[src/rtl/fb_rect_fill.sv]
// fb_rect_fill: Avalon-MM burst-write master filling a frame-buffer rectangle with a constant word
module fb_rect_fill (
  input  logic        clk_i,
  input  logic        reset_ni,
  input  logic [2:0]  avalon_slave_address_i,
  input  logic        avalon_slave_read_i,
  output logic [31:0] avalon_slave_readdata_o,
  input  logic        avalon_slave_write_i,
  input  logic [31:0] avalon_slave_writedata_i,
  output logic [31:0] avalon_master_address_o,
  output logic [4:0]  avalon_master_burstcount_o,
  output logic        avalon_master_write_o,
  output logic [31:0] avalon_master_writedata_o,
  input  logic        avalon_master_waitrequest_i
);
  localparam logic [1:0] IDLE = 2'd0, SETUP = 2'd1, BURST = 2'd2, FIN = 2'd3;
  logic [31:0] base_q, color_q, rd_q, lbase_q, lcolor_q, addr_q, wd_q, rd_d, addr_d;
  logic [8:0]  x0_q, y0_q, w_q, h_q, lx0_q;
  logic [9:0]  xend_q, yend_q, x_q, y_q, rem_d, nx_d;
  logic [3:0]  beats_q, len_d;
  logic [4:0]  bc_q;
  logic [1:0]  st_q;
  logic        frame_q, lframe_q, busy_q, done_q, err_q, wr_q, wr_en, start, ok;
  assign wr_en = avalon_slave_write_i && !avalon_slave_read_i;
  assign start = wr_en && avalon_slave_address_i == 3'd5 && avalon_slave_writedata_i[0] && !busy_q;
  assign ok = w_q != 9'd0 && h_q != 9'd0 && ({1'b0, x0_q} + {1'b0, w_q}) <= 10'd320
              && ({1'b0, y0_q} + {1'b0, h_q}) <= 10'd480;
  assign rem_d = xend_q - x_q;
  assign len_d = rem_d > 10'd8 ? 4'd8 : rem_d[3:0];
  assign nx_d = x_q + {5'd0, bc_q};
  assign addr_d = lbase_q + (lframe_q ? 32'h0009_6000 : 32'h0) + ({22'd0, y_q} << 10)
                  + ({22'd0, y_q} << 8) + ({22'd0, x_q} << 2);
  assign rd_d = avalon_slave_address_i == 3'd0 ? base_q :
                avalon_slave_address_i == 3'd1 ? {31'd0, frame_q} :
                avalon_slave_address_i == 3'd2 ? {7'd0, y0_q, 7'd0, x0_q} :
                avalon_slave_address_i == 3'd3 ? {7'd0, h_q, 7'd0, w_q} :
                avalon_slave_address_i == 3'd4 ? color_q :
                avalon_slave_address_i == 3'd5 ? {29'd0, done_q, err_q, busy_q} : 32'd0;
  assign avalon_slave_readdata_o = rd_q;
  assign avalon_master_address_o = addr_q;
  assign avalon_master_burstcount_o = bc_q;
  assign avalon_master_write_o = wr_q;
  assign avalon_master_writedata_o = wd_q;
  // Software-visible register file; a read in the same cycle as a write drops the write.
  always_ff @(posedge clk_i or negedge reset_ni) begin
    if (!reset_ni) begin
      {base_q, color_q, rd_q, frame_q, x0_q, y0_q, w_q, h_q} <= '0;
    end else begin
      if (avalon_slave_read_i) rd_q <= rd_d;
      if (wr_en && avalon_slave_address_i == 3'd0) base_q <= avalon_slave_writedata_i;
      if (wr_en && avalon_slave_address_i == 3'd1) frame_q <= avalon_slave_writedata_i[0];
      if (wr_en && avalon_slave_address_i == 3'd2) {y0_q, x0_q} <= {avalon_slave_writedata_i[24:16], avalon_slave_writedata_i[8:0]};
      if (wr_en && avalon_slave_address_i == 3'd3) {h_q, w_q} <= {avalon_slave_writedata_i[24:16], avalon_slave_writedata_i[8:0]};
      if (wr_en && avalon_slave_address_i == 3'd4) color_q <= avalon_slave_writedata_i;
    end
  end
  // Fill engine: latches a job on start, then walks rows issuing bursts that never cross a row end.
  always_ff @(posedge clk_i or negedge reset_ni) begin
    if (!reset_ni) begin
      {lbase_q, lcolor_q, addr_q, wd_q, lx0_q, xend_q, yend_q, x_q, y_q} <= '0;
      {beats_q, bc_q, st_q, lframe_q, busy_q, done_q, err_q, wr_q} <= '0;
    end else begin
      case (st_q)
        IDLE: if (start) begin
          lbase_q <= base_q;
          lframe_q <= frame_q;
          lcolor_q <= color_q;
          lx0_q <= x0_q;
          x_q <= {1'b0, x0_q};
          y_q <= {1'b0, y0_q};
          xend_q <= {1'b0, x0_q} + {1'b0, w_q};
          yend_q <= {1'b0, y0_q} + {1'b0, h_q};
          done_q <= 1'b0;
          err_q <= !ok;
          busy_q <= ok;
          st_q <= ok ? SETUP : IDLE;
        end
        SETUP: begin
          addr_q <= addr_d;
          bc_q <= {1'b0, len_d};
          beats_q <= len_d;
          wd_q <= lcolor_q;
          wr_q <= 1'b1;
          st_q <= BURST;
        end
        BURST: if (wr_q && !avalon_master_waitrequest_i) begin
          beats_q <= beats_q - 4'd1;
          if (beats_q == 4'd1) begin
            wr_q <= 1'b0;
            if (nx_d < xend_q) begin
              x_q <= nx_d;
              st_q <= SETUP;
            end else if (y_q + 10'd1 < yend_q) begin
              x_q <= {1'b0, lx0_q};
              y_q <= y_q + 10'd1;
              st_q <= SETUP;
            end else st_q <= FIN;
          end
        end
        default: begin
          busy_q <= 1'b0;
          done_q <= 1'b1;
          st_q <= IDLE;
        end
      endcase
    end
  end
endmodule

[config.mk]
export PLATFORM = sky130hd
export DESIGN_NAME = fb_rect_fill
export DESIGN_NICKNAME = d
export VERILOG_FILES = /design/src/rtl/fb_rect_fill.sv
export SDC_FILE = /design/constraint.sdc
export NUM_CORES = 1
export LEC_CHECK = 0
export CAP_MARGIN = 5
export CORE_MARGIN = 2
export CORE_UTILIZATION = 45
export CTS_CLUSTER_SIZE = 8
export DETAILED_ROUTE_END_ITERATION = 10
export SLEW_MARGIN = 10
export SYNTH_ARGS = -nofsm -noshare
export SYNTH_HDL_FRONTEND = slang
export SYNTH_SLANG_ARGS = --single-unit
[constraint.sdc]
create_clock -name clk_i -period 9.9 [get_ports clk_i]
set_input_delay 1.98 -clock clk_i [delete_from_list [all_inputs] [get_ports clk_i]]
set_output_delay 1.98 -clock clk_i [all_outputs]
set_load 0.03 [all_outputs]
== Word level (Yosys, flattened, before mapping) ==
Cells that the tools add are included.

* Register bits after elaboration: 325
* Bits in latches: 0
* Bits in writable memories: 0
* ROM bits: 0
* Bits of input ports: 40
* Output and inout bits: 102
* Memories kept: 0

* Add/subtract/negate cells: 10
* Multiply operators: 0
* Div/mod/pow operators: 0
* Order comparisons: 5
* Equal/unequal tests: 14
* Shift-type cells: 0
* Mux-type cells: 36
* Bitwise logic cells: 1
* Reductions and logical operators: 31

{| class="wikitable"
|+ Operator list
! operator !! count
|-
| 32-bit 2-to-1 mux || 5
|-
| 10-bit 2-to-1 mux || 10
|-
| 32-bit by 20-bit adder with 32-bit output || 2
|-
| 10-bit one-hot mux with 2 select lines || 2
|-
| 32-bit by 12-bit adder with 32-bit output || 1
|-
| 32-bit by 18-bit adder with 32-bit output || 1
|-
| 9-bit by 9-bit adder with 10-bit output || 2
|-
| 10-bit by 9-bit less-or-equal comparator with 1-bit output (second input constant) || 2
|-
| 10-bit < comparator || 2
|-
| 20-bit 2-to-1 mux || 1
|-
| 9-bit nonzero test || 2
|-
| 1-bit logical AND || 13
|-
| 10-bit by 1-bit adder with 10-bit output (second input constant) || 1
|-
| 10-bit by 4-bit adder with 10-bit output || 1
|-
| 10-bit by 4-bit > comparator with 1-bit output (second input constant) || 1
|-
| 2-bit 2-to-1 mux || 5
|-
| 2-bit inequality test (second input constant) || 5
|-
| 10-bit subtractor || 1
|-
| 4-bit 2-to-1 mux || 2
|-
| 4-bit one-hot mux with 2 select lines || 1
|-
| 3-bit by 2-bit equality test with 1-bit output (second input constant) || 2
|-
| 3-bit equality test (second input constant) || 2
|-
| 1-bit one-hot mux with 2 select lines || 3
|-
| 2-bit one-hot mux with 3 select lines || 1
|-
| other kinds (18) || 29
|}

== Logic depth before layout (Yosys ltp) ==
Gate-level depths: netlist (run 1).

* Depth after elaboration: 7
* Gate-level depth with buffers: 17
* Mapped depth without buffers: 16

== Worst setup path before layout (run 1) ==
No wires, ideal clock.

* Path type: input to register
* Start: input avalon_slave_read_i
* End: register x_q[7]
* Setup time: 0.133 ns
* Data arrival time: 3.768 ns
* Required time: 9.767 ns
* Slack: 6.000 ns
* Stages: 10
* Buffers on the path: 2
* Cell sequence: buf_2 -> nand3b_4 -> or4_1 -> inv_2 -> o21ai_1 -> a21o_1 -> a311o_1 -> buf_6 -> a21oi_1 -> a22oi_1

* Longest elaborated chain between the ends: 7

{| class="wikitable"
|+ RTL lines
! item !! line !! text
|-
| start, declared || 6 || <nowiki>input logic avalon_slave_read_i,</nowiki>
|-
| 1-bit logical NOT || 24 || <nowiki>assign wr_en = avalon_slave_write_i && !avalon_slave_read_i;</nowiki>
|-
| 1-bit logical AND || 24 ||
|-
| 1-bit logical AND (3 in series) || 25 || <nowiki>assign start = wr_en && avalon_slave_address_i == 3'd5 && avalon_slave_writedata_i[0] && !busy_q;</nowiki>
|-
| 2-bit inequality test (no line) || n/a ||
|-
| 5-bit AND reduction (no line) || n/a ||
|-
| end signal, assigned || 69 || <nowiki>x_q <= {1'b0, x0_q};</nowiki>
|-
| end signal, assigned || 91 || <nowiki>x_q <= nx_d;</nowiki>
|-
| end signal, assigned || 94 || <nowiki>x_q <= {1'b0, lx0_q};</nowiki>
|-
| end, declared || 19 || <nowiki>logic [9:0] xend_q, yend_q, x_q, y_q, rem_d, nx_d;</nowiki>
|}

No other way between the ends.
A chain may end at the register's enable or synchronous reset.

== Worst setup path after layout (run 1) ==
* Start: input avalon_slave_address_i[1]
* End: register x_q[7]

* Longest elaborated chain between the ends: 6

{| class="wikitable"
|+ RTL lines
! item !! line !! text
|-
| start, declared || 5 || <nowiki>input logic [2:0] avalon_slave_address_i,</nowiki>
|-
| 3-bit equality test || 25 ||
|-
| 1-bit logical AND (3 in series) || 25 ||
|-
| 2-bit inequality test (no line) || n/a ||
|-
| 5-bit AND reduction (no line) || n/a ||
|}

No other way between the ends.

==> run summary, run 1 <==
Status: finished, final reports clean
Total number of vias: 11400
Cells after Synth: 1446
Hold-fix buffers, CTS: 0
Syn nets: 1600
CP endpoint kind: flop
Worst-path maximum fanout: 24
DRT antenna net count: 0
Pre-antenna DRT Iters: 5
First-pass GRT wire length: 66.2 mm
CP Class: in2reg
P_int: 3.56 mW
Clock Latency Late Sink: 0.55 ns
Num rows: 71
Die area: 39100 sq um
Post-synthesis register bit count: 325
Drc violations: 0
Sequential share of power: 34.4%
Die H: 198 microns
Synthesized cell area: 16900 sq um
Post-CTS resize count: 0
Comb power frac: 41.6%
Max Clk Rate: 200 MHz
Largest net degree at the start of global routing: 166
Initial antenna violation count: 1
Main flop type after synthesis: dfrtp_1
Clock power share: 24.0%
Share of layout cells above drive strength 1: 21.5%
TNS Setup: 0 ns
Crit path DAT: 5.39 ns
Routed len/inst: 20.2 microns
Vias in the first global route: 11700
Switching power: 2.17 mW
CTS clk-pin slew, worst paths: 0.05 ns
Area added between synthesis and finish: 18.3%
Switch share: 37.9%
CTS tree: built
Setup crit start kind: input port
Clock sink total: 325
Slew Limit Fails: 0
H-tree depth: 2
# setup viols final: 0
Post-CTS Setup Inserts: 0
Fin area: 20000 sq um
Worst hold path class: reg2reg
Period utilization: 50.6%
Maximum clock insertion buffer count: 3
Worst Skew: 0.0269 ns
Syn avg cell area: 11.7 sq um
Final GP Congestion: 0.828
Tmin final: 5.01 ns
Area after DPL: 18800 sq um
Initial Util: 45.3%
TritonCTS Buffers: 46
Top-level port count: 142
Placeable Area: 37300 sq um
Max Cap Viol: 0
Worst endpoint required time: 10.28 ns
PD cells: 287 nW/um^2
Hpwl dp: 29.9 mm
EDFF count, synth: 0
# port buffers: 140
Leakage power total: 9.33 nW
Via density: 5.54
Max-Slew Margin vs Limit: 29.9%
Final WL: 41.6 mm
DRT iter0 DRCs: 557
Die X: 198 microns
Peak VDD IR: 0.119 mV
RSZ-0062 raised after global routing: false
Sequential-to-total area share from yosys stat: 48.1%
Ys Warns: 0
Final hold viol count: 0
Antenna Cells: 0
Gr usage total: 21.8%
Dpl cells: 2009
Total congestion overflow: 0
Nets: 1737
Worst slew pin tran: 1.05 ns
Clk root buf: clkbuf_16
Non-filler cells, final: 2061
Async SR Flop Fraction: 100%
Distinct cell type count of the synthesized netlist: 67
-- cells by family after synthesis --
| family | count (synthesis) | synth area share, % |
|---|---|---|
| AO/OA/AOI/OAI | 273 | 10.3 |
| XOR/XNOR | 57 | 2.95 |
| adder cells (fa/ha/maj) | 114 | 9.37 |
| buffers and inverters | 164 | 3.74 |
| flip-flops | 325 | 48.1 |
| multiplexers | 292 | 19.2 |
| other | 1 | 0.0222 |
| AND/OR/NAND/NOR | 220 | 6.33 |
-- area by class of cell --
cell class	instances	area [sq um]
clock buffers	49	1160
clock inverters	3	55.1
fillers	3288	17300
inverters	101	379
multi-input cells	957	8180
flip-flops and latches	325	8130
well taps	474	593
repair buffers	152	1500
-- layout by cell type (no fill, tap or decap), types with 7 or more instances in the layout --
| master | n |
|---|---|
| xnor2_1 | 33 |
| nand4_1 | 15 |
| nand2b_1 | 9 |
| o31ai_1 | 9 |
| nor3_1 | 12 |
| mux2_2 | 259 |
| a21oi_1 | 68 |
| a21o_1 | 22 |
| fa_1 | 21 |
| a31oi_1 | 21 |
| clkdlybuf4s50_1 | 137 |
| o21a_1 | 7 |
| inv_1 | 100 |
| o21ai_0 | 64 |
| a22oi_1 | 18 |
| mux2i_1 | 33 |
| nand2_1 | 47 |
| nand3_1 | 16 |
| buf_4 | 11 |
| xor2_1 | 24 |
| o22ai_1 | 17 |
| dfrtp_1 | 325 |
| ha_1 | 92 |
| clkbuf_16 | 46 |
| nor2b_1 | 9 |
| nor2_1 | 75 |
-- registers in the layout, indices dropped and copies added (netlist names), 10 cells and up --
name and cells:
xend_q 10, lcolor_q 32, yend_q 10, avalon_master_writedata_o 32, color_q 32, x_q 10, lbase_q 32, base_q 32
avalon_master_address_o 32, avalon_slave_readdata_o 32, y_q 10
-- cell usage after synthesis, types with 4 or more instances --
cell | count | area share [%]
inv_1 | 100 | 2.2
nor3_1 | 12 | 0.36
nand3_1 | 17 | 0.50
fa_1 | 21 | 2.5
a21oi_1 | 68 | 2.0
o211ai_1 | 5 | 0.22
a21o_1 | 22 | 0.98
mux2i_1 | 33 | 2.0
or2_2 | 4 | 0.15
a22oi_1 | 18 | 0.80
dfrtp_1 | 325 | 48
a211oi_2 | 4 | 0.30
nand3b_1 | 4 | 0.18
or3_1 | 6 | 0.22
nor2_1 | 76 | 1.7
o21ai_0 | 64 | 1.9
o21bai_1 | 6 | 0.27
a31oi_1 | 21 | 0.78
nor2b_1 | 9 | 0.33
clkbuf_1 | 40 | 0.89
nand4_1 | 15 | 0.55
nand2b_1 | 9 | 0.33
xnor2_1 | 33 | 1.7
buf_1 | 17 | 0.38
o31ai_1 | 9 | 0.40
xor2_1 | 24 | 1.2
o22ai_1 | 17 | 0.63
and3_1 | 4 | 0.15
nand2_1 | 48 | 1.1
ha_1 | 93 | 6.9
mux2_2 | 259 | 17
o21a_1 | 7 | 0.31
buf_2 | 4 | 0.12
-- path summary, 6_finish.rpt --
| path | start | end | cells after the start | slack, ns |
|---|---|---|---|---|
| worst max-delay path | avalon_slave_address_i[1] | x_q[7] | 9 | 4.89 |
| worst min-delay path | yend_q[9] | yend_q[9] | 2 | 0.48 |
| worst max register to register | x_q[0] | y_q[1] | 15 | 5.71 |
| worst min register to register | yend_q[9] | yend_q[9] | 2 | 0.48 |
| max in group asynchronous | reset_ni | lx0_q[4] | 2 | 7.06 |
| min in group asynchronous | reset_ni | avalon_master_address_o[28] | 1 | 1.47 |
-- stage by stage --
stage               worst slack [ns]  power (mW)  util (%)  hold slack [ns]
floorplan                       6.00        3.61         -            0.450
CTS                             4.92        5.80      53.6            0.481
finish                          4.89        5.73      53.6            0.476
global route                    4.67        6.15      53.6            0.487
global placement                4.45        4.35      50.3            0.462
detailed placement              4.35        4.39      50.3            0.471
-- power groups by stage --
stage,Combinational [mW],Clock (mW),Sequential (mW)
4_1_cts,2.41,1.41,1.98
3_3_place_gp,2.36,0,1.99
2_1_floorplan,1.49,0,2.12
6_report,2.38,1.37,1.97
3_5_place_dp,2.39,0,1.99
5_1_grt,2.65,1.47,2.02
-- metal layers --
metal	part of all wire (%)	GRT usage (%)
met5	0	0
met4	2.2	5.88
met3	3.9	3.80
met2	45	34.2
met1	49	31.3
-- critical path, stage by stage --
cell and delay (ns):
clkdlybuf4s50_1 0.93, nand2b_1 0.40, or4_1 0.47, inv_2 0.12, o21ai_1 0.22, a21o_1 0.30, a311o_1 0.62, a21oi_1 0.24
a22oi_1 0.08
(Power assumes the default switching activity.)
==> run 2, diff against run 1 <==
- clock period: 9.9 -> 5.2 ns (I/O delays scaled with it)
==> run summary, run 2 (same netlist as run 1, synthesis figures left out) <==
Total number of vias: 11500
Vias in the first global route: 11800
Initial Util: 45.3%
Share of layout cells above drive strength 1: 21.8%
# setup viols final: 0
Final WL: 43.1 mm
RSZ-0062 raised after global routing: false
Non-filler cells, final: 2065
Final GP Congestion: 0.877
Top-level port count: 142
Clock Latency Late Sink: 0.57 ns
Status: finished, final reports clean
Fin area: 20100 sq um
Commonest non-fill, non-tap cell in the layout: dfrtp_1
Post-CTS resize count: 0
TNS Setup: 0 ns
First-pass GRT wire length: 68.0 mm
Die H: 198 microns
Clk root buf: clkbuf_16
Max Clk Rate: 238 MHz
Maximum clock insertion buffer count: 3
Slew Limit Fails: 0
CP endpoint kind: flop
TritonCTS Buffers: 46
Final hold slack: 0.485 ns
Hpwl dp: 30.8 mm
Worst endpoint required time: 5.60 ns
Num rows: 71
Pre-antenna DRT Iters: 4
CP dominant cell by count: o21ai_0
H-tree depth: 2
Max Cap Viol: 0
Die X: 198 microns
Max-Slew Margin vs Limit: 38.8%
Tmin final: 4.19 ns
Peak VDD IR: 0.264 mV
Largest net degree at the start of global routing: 102
Crit path DAT: 4.60 ns
Gr usage total: 22.7%
Worst hold path class: reg2reg
DRT antenna net count: 0
Routed len/inst: 20.9 microns
Area added between synthesis and finish: 18.6%
PD cells: 547 nW/um^2
Dpl cells: 2013
Die area: 39100 sq um
Peak per-stage delay on the critical path: 0.84 ns
Post-CTS Setup Inserts: 0
Worst-path maximum fanout: 20
# port buffers: 140
Total congestion overflow: 0
Nets: 1741
DRT iter0 DRCs: 466
Placeable Area: 37300 sq um
Initial antenna violation count: 0
Drc violations: 0
Hold-fix buffers, CTS: 0
Setup crit start kind: flop
Clock sink total: 325
Commonest non-fill, non-tap cells in the layout: 325 x dfrtp_1, 259 x mux2_2, 137 x clkdlybuf4s50_1
CP Class: reg2reg
Cells along the critical path: ha_1 > a21o_1 > a21oi_1 > nor2b_1 > o21ai_0 > or3_1 > xnor2_1 > ha_1 > o21ai_0 > a21oi_1 > o31ai_1 > nand2_1 > a31o_2 > a311o_1 > o21ai_0
CTS clk-pin slew, worst paths: 0.05 ns
Worst slew pin tran: 0.914 ns
Period utilization: 80.7%
CTS tree: built
Slowest stage cell, crit path: a311o_1
Worst Skew: 0.0138 ns
Leakage power total: 9.37 nW
Area after DPL: 18800 sq um
Via density: 5.55
Final hold viol count: 0
run 2: cell count changes in the layout (fill, tap and decap cells not counted), sizes merged:
cell,change
buf,+4
clkinv,-2
inv,+1
diode,+1
run 2: power by group:
part           leakage (nW)  internal [mW]  switching (mW)
Combinational          4.56           2.03            2.53
Clock                 0.602           1.60            1.05
Sequential             4.21           3.19           0.582
Total                  9.37           6.81            4.16
run 2: path summary, 6_finish.rpt:
path,cells past startpoint,endpoint,startpoint,slack (ns)
worst max-delay path,15,x_q[8],x_q[1],1.01
worst min-delay path,2,yend_q[4],yend_q[4],0.48
worst max register to register,15,x_q[8],x_q[1],1.01
worst min register to register,2,yend_q[4],yend_q[4],0.48
max in group asynchronous,2,avalon_master_writedata_o[28],reset_ni,3.54
min in group asynchronous,1,avalon_master_address_o[28],reset_ni,0.50
run 2: per-stage QoR:
stage	setup slack, ns	power (mW)	utilization, %
after floorplan	1.61	6.87	-
after global placement	1.22	8.28	50.5
after detailed placement	1.08	8.36	50.5
after CTS	1.05	11.1	53.8
after global routing	0.748	11.7	53.8
final	1.01	11.0	53.8
run 2: layout make-up:
class                      instances  area (sq um)
multi-input combinational        957          8180
antenna                            1          2.50
timing repair buffer             156          1550
clock inverter                     2          28.8
fill                            3254         17300
clock buffer                      49          1190
sequential                       325          8130
inverter                         101           379
tap                              474           593
run 2: worst max-delay path, delay by kind of cell (launching register included):
kind | cells | cell delay, ns
flops | 1 | 0.46
simple gates | 3 | 0.34
xor+xnor | 1 | 0.09
compound gates | 9 | 2.55
fa+ha+maj | 2 | 0.59
run 2: routing by layer:
layer | GRT usage (%) | up-vias | share of wire (%)
met3 | 3.49 | 66 | 4.1
met1 | 32.0 | 5727 | 48
met2 | 35.7 | 229 | 45
met5 | 0 | - | 0
li1 | - | 5442 | -
met4 | 7.63 | 0 | 2.5
==> run 3, diff against run 2 <==
- clock period: 5.2 -> 4.24 ns (I/O delays scaled with it)
==> run summary, run 3 (same netlist as run 1, synthesis figures left out) <==
CP startpoint: avalon_master_burstcount_o[1]
Worst endpoint required time: 4.69 ns
Maximum clock insertion buffer count: 3
Post-CTS resize count: 0
Peak VDD IR: 0.390 mV
PD cells: 671 nW/um^2
CP Class: reg2reg
Area added between synthesis and finish: 19.0%
Nets: 1747
Die H: 198 microns
Largest net degree at the start of global routing: 92
Initial Util: 45.3%
Comb power frac: 41.8%
Final hold viol count: 0
Total number of vias: 11500
CTS clk-pin slew, worst paths: 0.05 ns
Critical path's top delay family: compound AO/OA/AOI/OAI gates
Max Cap Viol: 0
Max-Slew Margin vs Limit: 48.7%
Final cell utilization of the core: 53.9%
Final GP Congestion: 0.852
Worst Skew: 0.0143 ns
Die X: 198 microns
# port buffers: 140
Final WL: 43.0 mm
H-tree depth: 2
Hpwl dp: 31.3 mm
Worst R2R Path Depth: 17
Via density: 5.55
Switching power: 5.12 mW
Cells along the critical path: ha_1 > a21o_1 > a21oi_1 > nor2b_1 > o21ai_0 > or3_1 > xnor2_1 > ha_1 > o21ai_0 > a21oi_1 > o31ai_1 > nand2_1 > a31o_2 > buf_4 > a32oi_1 > or2_2 > o31ai_1
Share of layout cells above drive strength 1: 22.1%
Sequential share of power: 34.2%
Slowest stage cell, crit path: dfrtp_1
Clock power share: 24.0%
Total congestion overflow: 0
Vias in the first global route: 11800
Placeable Area: 37300 sq um
Clk root buf: clkbuf_16
Period utilization: 89.1%
RSZ-0062 raised after global routing: false
Setup crit start kind: flop
Worst hold path class: in2async
Switch share: 37.9%
CTS tree: built
Critical path buffer and inverter count: 1
Slack of the worst reg-to-reg path: 0.46 ns
TNS Setup: 0 ns
TritonCTS Buffers: 46
P_int: 8.39 mW
Hold-fix buffers, CTS: 0
Commonest non-fill, non-tap cell in the layout: dfrtp_1
Fill count: 3251
Antenna Cells: 0
Peak per-stage delay on the critical path: 0.43 ns
Slew Limit Fails: 0
Status: finished, final reports clean
Leakage power total: 9.40 nW
CP endpoint kind: flop
Routed len/inst: 20.8 microns
Worst slew pin tran: 0.769 ns
Max Clk Rate: 265 MHz
Worst-path maximum fanout: 13
Die area: 39100 sq um
# setup viols final: 0
Commonest non-fill, non-tap cells in the layout: 325 x dfrtp_1, 259 x mux2_2, 137 x clkdlybuf4s50_1
Clock Latency Late Sink: 0.55 ns
First-pass GRT wire length: 68.1 mm
Gr usage total: 22.6%
DRT iter0 DRCs: 560
Num rows: 71
Pre-antenna DRT Iters: 5
Top-level port count: 142
Drc violations: 0
Clock sink total: 325
DRT antenna net count: 0
Design Power: 13.5 mW
Initial antenna violation count: 1
Reg-to-reg critical path startpoint: avalon_master_burstcount_o[1]
Tmin final: 3.78 ns
Crit path DAT: 4.23 ns
Post-CTS Setup Inserts: 0
R2R Path End: y_q[0]
-- run 3: power groups by stage --
stage / Combinational, mW / Clock, mW / Sequential [mW]
6_report: 5.64 / 3.24 / 4.62
5_1_grt: 6.27 / 3.44 / 4.74
4_1_cts: 5.69 / 3.31 / 4.63
3_5_place_dp: 5.64 / 0 / 4.67
3_3_place_gp: 5.59 / 0 / 4.65
2_1_floorplan: 3.49 / 0 / 4.94
-- run 3: through the flow --
stage / setup slack [ns] / cells / cell area [sq um] / hold slack, ns
detailed placement: 0.393 / 2019 / 18900 / 0.470
global placement: 0.462 / 2019 / 18900 / 0.464
CTS: 0.367 / 2070 / 20100 / 0.322
floorplan: 0.655 / 1446 / 16900 / 0.450
finish: 0.462 / 2070 / 20100 / 0.301
global route: 0.0822 / 2070 / 20100 / 0.334
-- run 3: area by class of cell --
class | instances | area, sq um | area share, %
Inverter | 101 | 379 | 1.88
Sequential cell | 325 | 8130 | 40.4
Tap cell | 474 | 593 | 2.95
Clock inverter | 2 | 32.5 | 0.162
Timing Repair Buffer | 162 | 1610 | 8.01
Multi-Input combinational cell | 957 | 8180 | 40.6
Clock buffer | 49 | 1190 | 5.93
-- run 3: worst register-to-register path: stages, from the launching register on --
cell	delay [ns]
dfrtp_1	0.43
ha_1	0.31
a21o_1	0.16
a21oi_1	0.24
nor2b_1	0.07
o21ai_0	0.35
or3_1	0.19
xnor2_1	0.10
ha_1	0.28
o21ai_0	0.07
a21oi_1	0.19
o31ai_1	0.09
nand2_1	0.07
a31o_2	0.12
buf_4	0.24
a32oi_1	0.15
or2_2	0.39
o31ai_1	0.25
-- run 3: layer usage --
layer | global-route usage, % | vias up | share of wire [%]
met5 | 0 | - | 0
met4 | 6.35 | 0 | 2.2
met3 | 3.44 | 59 | 4.0
met2 | 35.9 | 228 | 46
met1 | 32.2 | 5769 | 48
li1 | - | 5438 | -
-- run 3: worst max path at each step --
stage	end	slack (ns)	depth (start not counted)
4_1_cts	x_q[7]	0.37	15
3_3_place_gp	x_q[7]	0.46	15
2_1_floorplan	x_q[6]	0.65	17
5_1_grt	y_q[0]	0.08	17
3_5_place_dp	x_q[7]	0.39	15
6_report	y_q[0]	0.46	17
==> RTL edit, RTL diff (config.mk and constraints of run 3) <==
Make the reset (`reset_ni`) synchronous in 2 clocked blocks.
--- a/src/rtl/fb_rect_fill.sv
+++ b/src/rtl/fb_rect_fill.sv
@@ -42,7 +42,7 @@
   assign avalon_master_write_o = wr_q;
   assign avalon_master_writedata_o = wd_q;
   // Software-visible register file; a read in the same cycle as a write drops the write.
-  always_ff @(posedge clk_i or negedge reset_ni) begin
+  always_ff @(posedge clk_i) begin
     if (!reset_ni) begin
       {base_q, color_q, rd_q, frame_q, x0_q, y0_q, w_q, h_q} <= '0;
     end else begin
@@ -55,7 +55,7 @@
     end
   end
   // Fill engine: latches a job on start, then walks rows issuing bursts that never cross a row end.
-  always_ff @(posedge clk_i or negedge reset_ni) begin
+  always_ff @(posedge clk_i) begin
     if (!reset_ni) begin
       {lbase_q, lcolor_q, addr_q, wd_q, lx0_q, xend_q, yend_q, x_q, y_q} <= '0;
       {beats_q, bc_q, st_q, lframe_q, busy_q, done_q, err_q, wr_q} <= '0;
Function: differs if reset_ni is asserted again (counterexample within 4 cycles, from zero or initial values and one cycle with reset_ni low); with reset_ni held inactive, the same outputs for 4 cycles.
==> RTL edit against run 3 <==
Via count rose by 23%; wire length is 6.2% higher; sequential share of layout area decreased by 6.9 points; utilization up 0.33 points; non-clock buffer count is 7 higher; design area is 3.6% lower; fmax is 1.1% higher; area after synthesis down 3.0%; setup slack improved by 42 ps; count of clock-buffer cells in the layout stayed put; sequential cell count did not move; global-route usage up 1.2 points; highest routed layer unchanged.
Power is not compared: it rests on default switching activity, and its combinational part moved more than twofold at a synthesized area within 25%.
==> RTL edit: results (changes against run 3) <==
- Status: completed (unchanged)
- Nets: 2,255 (was 1,747)
- Post-DP HPWL: 32,400 um (was 31,300 um)
- Post-synthesis xor/xnor area fraction: 2.94% (was 2.95%)
- GPL Wtd Cong: 0.846 (was 0.852)
- Root buffer selected by CTS: clkbuf_16 (unchanged)
- Total Routed Length: 45,700 um (was 43,000 um)
- Share of layout cells above drive strength 1: 5.51% (was 22.1%)
- Syn Nets: 2,164 (was 1,600)
- Vias per Instance: 5.53 (was 5.55)
- First-pass GRT wire length: 73,500 um (was 68,100 um)
- Drt first pass iters: 6 (was 5)
- Clk_skew: 27.6 ps (was 14.3 ps)
- Vias in the first global route: 13.6k (was 11.8k)
- Worst hold path class: reg2reg (was in2async)
- Synth top cells by count: nand2_1 (427), dfxtp_1 (325), a21oi_1 (259), nor2_1 (160), clkbuf_1 (99) (was dfrtp_1 (325), mux2_2 (259), inv_1 (100), ha_1 (93), nor2_1 (76))
- # port buffers: 140 (unchanged)
- Max Buffers Root-to-Sink: 3 (unchanged)
- Sequential area share after synthesis: 39.7% (was 48.1%)
- Hold_buf cts: 0 (unchanged)
- Peak supply drop: 0.331 mV
- CP peak stage delay: 490 ps (was 430 ps)
- Clk_lat worst skew: 560 ps
- Reg2reg start: y_q[0] (was avalon_master_burstcount_o[1])
- Initial antenna violation count: 0 (was 1)
- Crit path DAT: 4150 ps (was 4230 ps)
- CP delay by family, top: adder cells (was compound AO/OA/AOI/OAI gates)
- Synthesis warning total: 0 (unchanged)
- Mux share of post-synthesis cell area: 4.54% (was 19.2%)
- Clock buffer count from CTS: 46 (unchanged)
- Hold Startpoint: yend_q[9]
- Starting DRT DRC Count: 821 (was 560)
- Post-CTS Setup Bufs: 0 (unchanged)
- GRT Util Overall: 23.8% (was 22.6%)
- Leak: 7.16 nW
- N_diodes: 0 (unchanged)
- Post_cts resized: 0 (unchanged)
- Clk pin slew, worst setup/hold paths: 50 ps (about the same)
- Final setup viols: 0 (unchanged)
- Slowest-stage cell, CP: fa_1 (was dfrtp_1)
- Distinct cells, synth: 80 (was 67)
- Kind of critical path: reg2reg (unchanged)
- Adder-cell share of the synthesized area: 9.66% (was 9.37%)
- H-tree Lvls: 2 (unchanged)
- Placed inst area: 18,100 sq um (was 18,900 sq um)
- Pin count of the biggest net entering global routing: 110 (was 92)
- Dominant cells by area after synthesis: dfxtp_1 (40%), nand2_1 (9.8%), a21oi_1 (7.9%), ha_1 (7.1%), mux2i_1 (4.3%) (was dfrtp_1 (48%), mux2_2 (17%), ha_1 (6.9%), fa_1 (2.5%), inv_1 (2.2%))
- Complex-gate fraction of the synthesized area: 19.8% (was 10.3%)
- CP max FO: 7 (was 13)
- Asr flop ratio synth: 0% (was 100%)
- Worst slew pin tran: 871 ps (was 769 ps)
-- RTL edit: cell types whose count changed after synthesis, moves of 84 or more --
cell,delta
nand2_1,+379
dfxtp_1,+325
nor2_1,+84
a21oi_1,+191
mux2_2,-256
dfrtp_1,-325
-- RTL edit: area by class of cell --
| cell class | count | area [sq um] |
|---|---|---|
| Inverter | 81 | 312 |
| Tap cell | 461 | 577 |
| Timing Repair Buffer | 169 | 1650 |
| Clock buffer | 49 | 1190 |
| Clock inverter | 2 | 60.1 |
| Fill cell | 3447 | 16400 |
| Sequential cell | 325 | 6510 |
| Multi-Input combinational cell | 1478 | 9100 |
-- RTL edit: report_power, final --
group,switching [mW],internal (mW)
logic,0.236,0.128
registers,0.0265,3.09
clock network,1.32,1.97
-- RTL edit: layer usage --
layer	up-vias	GRT usage [%]	share of wire [%]
met5	-	0	0
met3	55	3.96	5.9
met4	0	5.34	1.4
met2	378	36.8	44
met1	6697	34.6	49
li1	7044	-	-
-- RTL edit: final timing paths --
check	endpoint	slack, ps	cells past startpoint
max	avalon_master_address_o[22]	500	12
min	yend_q[9]	450	2
max reg2reg	avalon_master_address_o[22]	500	12
min reg2reg	yend_q[9]	450	2
-- RTL edit: logic make-up after synthesis --
kind of cell               Yosys count
other                                1
muxes                               74
DFF                                325
adders and majority gates          114
buffers and inverters              207
AOI/OAI and AO/OA                  527
and+or+nand+nor                    707
xor gates and xnor gates            55
-- RTL edit: stage by stage --
step	std cells	power (mW)	util [%]	setup slack (ps)
detailed placement	2514	3.54	50.7	525
global placement	2514	3.54	50.7	612
CTS	2565	6.83	54.3	487
global route	2565	6.98	54.3	103
finish	2565	6.77	54.3	504
floorplan	2010	3.39	-	804
